--- src/rtl/mul_pkg.sv ---
// Shared types and constants for the sequential shift-and-add multiplier.
package mul_pkg;

  // Default operand width.
  localparam int unsigned MUL_W = 3;

  // Controller states, binary encoded.
  typedef enum logic [1:0] {
    ST_IDLE = 2'd0,
    ST_RUN  = 2'd1,
    ST_DONE = 2'd2
  } state_e;

endpackage

--- src/rtl/ripple_add.sv ---
// W-bit ripple-carry adder built from per-bit full adders.
module ripple_add #(
  parameter int unsigned W = 3
) (
  input  logic [W-1:0] x,
  input  logic [W-1:0] y,
  input  logic         cin,
  output logic [W-1:0] s,
  output logic         cout
);

  logic [W:0] c;

  assign c[0] = cin;

  // One full adder per bit; carry ripples from bit 0 upward.
  for (genvar i = 0; i < W; i++) begin : g_fa
    assign s[i]   = x[i] ^ y[i] ^ c[i];
    assign c[i+1] = (x[i] & y[i]) | (c[i] & (x[i] ^ y[i]));
  end

  assign cout = c[W];

endmodule

--- src/rtl/mul_seq_ctrl.sv ---
// Sequential shift-and-add multiplier: one shared W-bit adder used over W step cycles.
module mul_seq_ctrl
  import mul_pkg::*;
#(
  parameter int unsigned W = MUL_W
) (
  input  logic           CLOCK_50,
  input  logic           rst_n,
  input  logic           start,
  input  logic [W-1:0]   a,
  input  logic [W-1:0]   b,
  output logic           busy,
  output logic           done,
  output logic [2*W-1:0] product
);

  localparam int unsigned CntW = (W > 1) ? $clog2(W) : 1;

  state_e           state_q, state_d;
  logic [W-1:0]     mcand_q, mcand_d;
  logic [2*W:0]     p_q, p_d;
  logic [CntW-1:0]  cnt_q, cnt_d;
  logic [2*W-1:0]   product_q, product_d;

  logic [W-1:0]     add_s;
  logic             add_cout;
  logic [W:0]       sum;

  // P[2W] only carries the adder carry before the shift; it is never read back.
  logic             unused_p_top;
  assign unused_p_top = p_q[2*W];

  ripple_add #(
    .W (W)
  ) u_add (
    .x    (p_q[2*W-1:W]),
    .y    (mcand_q),
    .cin  (1'b0),
    .s    (add_s),
    .cout (add_cout)
  );

  // Add the multiplicand into the hi part only when the current lo bit is set.
  always_comb begin
    sum = {1'b0, p_q[2*W-1:W]};
    if (p_q[0]) begin
      sum = {add_cout, add_s};
    end
  end

  // Next-state logic: capture in IDLE, one shift-add step per RUN cycle, DONE lasts one cycle.
  always_comb begin
    state_d   = state_q;
    mcand_d   = mcand_q;
    p_d       = p_q;
    cnt_d     = cnt_q;
    product_d = product_q;
    unique case (state_q)
      ST_IDLE: begin
        if (start) begin
          mcand_d = a;
          p_d     = {{(W+1){1'b0}}, b};
          cnt_d   = '0;
          state_d = ST_RUN;
        end
      end
      ST_RUN: begin
        p_d   = {1'b0, sum, p_q[W-1:1]};
        cnt_d = cnt_q + CntW'(1);
        if (cnt_q == CntW'(W - 1)) begin
          product_d = p_d[2*W-1:0];
          state_d   = ST_DONE;
        end
      end
      ST_DONE: begin
        state_d = ST_IDLE;
      end
      default: begin
        state_d = ST_IDLE;
      end
    endcase
  end

  // State and datapath registers; reset aborts any operation in flight.
  always_ff @(posedge CLOCK_50 or negedge rst_n) begin
    if (!rst_n) begin
      state_q   <= ST_IDLE;
      mcand_q   <= '0;
      p_q       <= '0;
      cnt_q     <= '0;
      product_q <= '0;
    end else begin
      state_q   <= state_d;
      mcand_q   <= mcand_d;
      p_q       <= p_d;
      cnt_q     <= cnt_d;
      product_q <= product_d;
    end
  end

  // Outputs decoded from state or taken straight from registers.
  always_comb begin
    busy    = (state_q == ST_RUN);
    done    = (state_q == ST_DONE);
    product = product_q;
  end

endmodule

--- config.mk ---
export PLATFORM = sky130hd
export DESIGN_NAME = mul_seq_ctrl
export DESIGN_NICKNAME = d
export VERILOG_FILES = /design/src/rtl/mul_pkg.sv /design/src/rtl/ripple_add.sv /design/src/rtl/mul_seq_ctrl.sv
export SDC_FILE = /design/constraint.sdc
export NUM_CORES = 1
export LEC_CHECK = 0
export CAP_MARGIN = 10
export CORE_MARGIN = 10
export CORE_UTILIZATION = 56
export CTS_BUF_LIST = sky130_fd_sc_hd__clkbuf_4
export DETAILED_ROUTE_END_ITERATION = 10
export GPL_TIMING_DRIVEN = 1
export PLACE_DENSITY = 0.93
export SLEW_MARGIN = 20
export SYNTH_ARGS = -nofsm -noshare
export SYNTH_HDL_FRONTEND = slang
export SYNTH_SLANG_ARGS = --single-unit
export TNS_END_PERCENT = 30
--- constraint.sdc ---
create_clock -name CLOCK_50 -period 5.5 [get_ports CLOCK_50]
set_clock_uncertainty 0.1 [all_clocks]
set_input_delay 0.825 -clock CLOCK_50 [delete_from_list [all_inputs] [get_ports CLOCK_50]]
set_output_delay 0.825 -clock CLOCK_50 [all_outputs]
set_load 0.03 [all_outputs]
==> out/results.ini <==
[cells_and_area]
fin_nets = 103
area_growth_syn_to_layout_pct = 21.1
fillCellCount = 102
finalCoreUtilization_pct = 70.4
final_cell_area_mm2 = 0.00105
antenna_cells = 0
mostFrequentLayoutCells = 19 x dfrtp_1, 16 x clkdlybuf4s50_1, 12 x nand2_1, 7 x o21ai_0, 5 x mux2_2
drive_above_1_share_pct = 11.2
final_common_cell = dfrtp_1

[critical_path]
critPathArrivalTime_ns = 1.92
path_buf_inv = 2
cp_cell_sequence = nand2b_1, inv_1, clkdlybuf4s50_1
end_kind = output pin
r2r_cells = 5
cp_max_fo = 12
required_ns = 4.58
r2r_start = mcand_q[0]
ff2ff_setup_slack_ns = 3.56
crit_family = buffers and inverters
critPathKind = register to output pin
max_stage_delay_ns = 0.68
worstSetupStartpointType = register
critPathSlowestCell = clkdlybuf4s50_1
r2r_end = product[4]

[power_and_ir_drop]
peakVddDrop_uv = 337
power_density_mw_per_mm2 = 555
cellLeakagePower_nw = 0.476

[route]
avgRoutedWirePerCell_um = 15.5
drc_errors = 0
highest-signal-layer = met4
met1Wirelength_um = 643
route.met3.wl_um = 107
drtIter0Drc = 13
drt-total-wl_um = 1620
antenna_left = 0
wl_met2_um = 863
post_drt_via_cell_ratio = 5.70
first_pass_iters = 4
detailroute.via_count = 599

[clock_network]
clock_sinks = 19
clk-insertion-delay-late_ns = 0.29
path_clk_slew_ns = 0.10
cts_tree = yes
cts_inserted_buffers = 3
cts_root_buf = clkbuf_4
cts_setup_buffers = 0
cts.path.max_buffers = 2
post_cts_resized = 0
holdBufCountCts = 0
h-tree-depth = 1

[yosys]
netlist.area_leader.share_pct = 54.9
yosysTopAreaCell = dfrtp_1
ys_ff_latch = 19
synth.distinct_cells = 22
synth_nets = 86
ys_seq_area_share_pct = 54.9
synth.cell_area_um2 = 866
avgSynthCellArea_um2 = 11.9
synthCells = 73
synth.area.top_cells = dfrtp_1 55%, mux2_2 6.5%, nand2_1 5.2%, fa_1 4.6%, o21ai_0 4.0%
synth_warnings = 0

[timing]
drv_slew = 0
setup_viol = 0
fin_crit_sh_pct = 51.7
rsz0062_at_grt = no
worst_slew_pin_slew_ns = 0.815
finalCriticalPeriod_ns = 2.85
hold_slack_ns = 0.384
hold_violations = 0
max_freq_mhz = 351
slew_headroom_pct = 45.5
fin_setup_tns_ns = 0

[grt]
grt_max_degree = 20
grt_pass1_wl_um = 2870
grt_usage_pct = 10.2
antenna_found_initial = 0
overflow = 0
grt_pass1_vias = 650

[place]
hpwl_um = 1230
portBuffers = 16
gp_congestion = 0.771
dpl_cell_area_mm2 = 0.00102

[die]
row_count = 14
start_util_pct = 58.2
fp.dieH_um = 59.3
dieArea_mm2 = 0.00352
dieWidth_um = 59.3
design.core.area_mm2 = 0.00149
pin_count = 17

[worst_hold_path]
min-delay-start = product[3]
hold_path.class = register to register
min_to = product[3]
holdPathStages = 2

[run]
maxCapViolCount = 0

[run_status]
status = completed

power by group:
group | leakage [nW] | internal (W) | switching (W)
Sequential | 0.242 | 0.000197 | 0.0000516
Clock | 0.0184 | 0.0000331 | 0.0000407
Combinational | 0.215 | 0.000120 | 0.000141
worst min-delay path, cell delays in order, from the launching register on:
cell and delay, ns:
dfrtp_1 0.35, nand2_1 0.05, o21ai_0 0.06
cell families after synthesis:
logic type                 Yosys count  share of synthesized area [%]
DFF                                 19                           54.9
adders and majority gates            4                           7.51
AOI/OAI and AO/OA                   16                           11.0
buffers and inverters                7                           4.48
and+or+nand+nor                     19                           12.1
muxes                                8                           9.97
routing by layer:
| metal | global-route usage (%) | vias up |
|---|---|---|
| li1 | - | 285 |
| met1 | 11.1 | 298 |
| met2 | 17.7 | 14 |
| met3 | 3.22 | 2 |
| met4 | 3.93 | 0 |
| met5 | 0 | - |
area by class of cell:
cell class                      instances  area (um2)  share of cell area [%]
Tap cell                               16        20.0                    1.91
Timing Repair Buffer                   16         160                    15.3
Clock buffer                            4        30.0                    2.86
Inverter                                3        11.3                    1.07
Sequential cell                        19         475                    45.3
Multi-Input combinational cell         47         352                    33.5
Yosys cell counts (all sizes together):
library cell,number
nand2,12
nor2b,1
fa,2
nor2,1
a21oi,2
o22ai,4
a221o,1
mux2,5
nand3b,1
mux2i,3
clkbuf,1
nand2b,1
dfrtp,19
buf,3
nor3b,1
inv,3
and3b,2
o21bai,2
o21ai,7
ha,2
sequential cells by signal (all words and copies together) (netlist names):
signal and flops:
state_q 2, mcand_q 3, cnt_q 2, product 6
p_q 6
through the flow:
step / instances / setup slack, ns / power [W]
2_1_floorplan: 73 / 3.61 / 0.000435
3_3_place_gp: 101 / 3.05 / 0.000498
3_5_place_dp: 101 / 3.00 / 0.000513
4_1_cts: 105 / 2.63 / 0.000590
5_1_grt: 105 / 2.50 / 0.000633
6_report: 105 / 2.65 / 0.000582
worst max path at each step:
stage | from | endpoint | slack, ns | cells after the start
global placement | state_q[1] | busy | 3.05 | 3
detailed placement | state_q[0] | busy | 3.00 | 3
CTS | state_q[0] | busy | 2.63 | 3
finish | state_q[0] | busy | 2.65 | 3
global route | state_q[0] | busy | 2.50 | 3
floorplan | state_q[1] | busy | 3.61 | 3
Power figures use the tool's default switching activity.
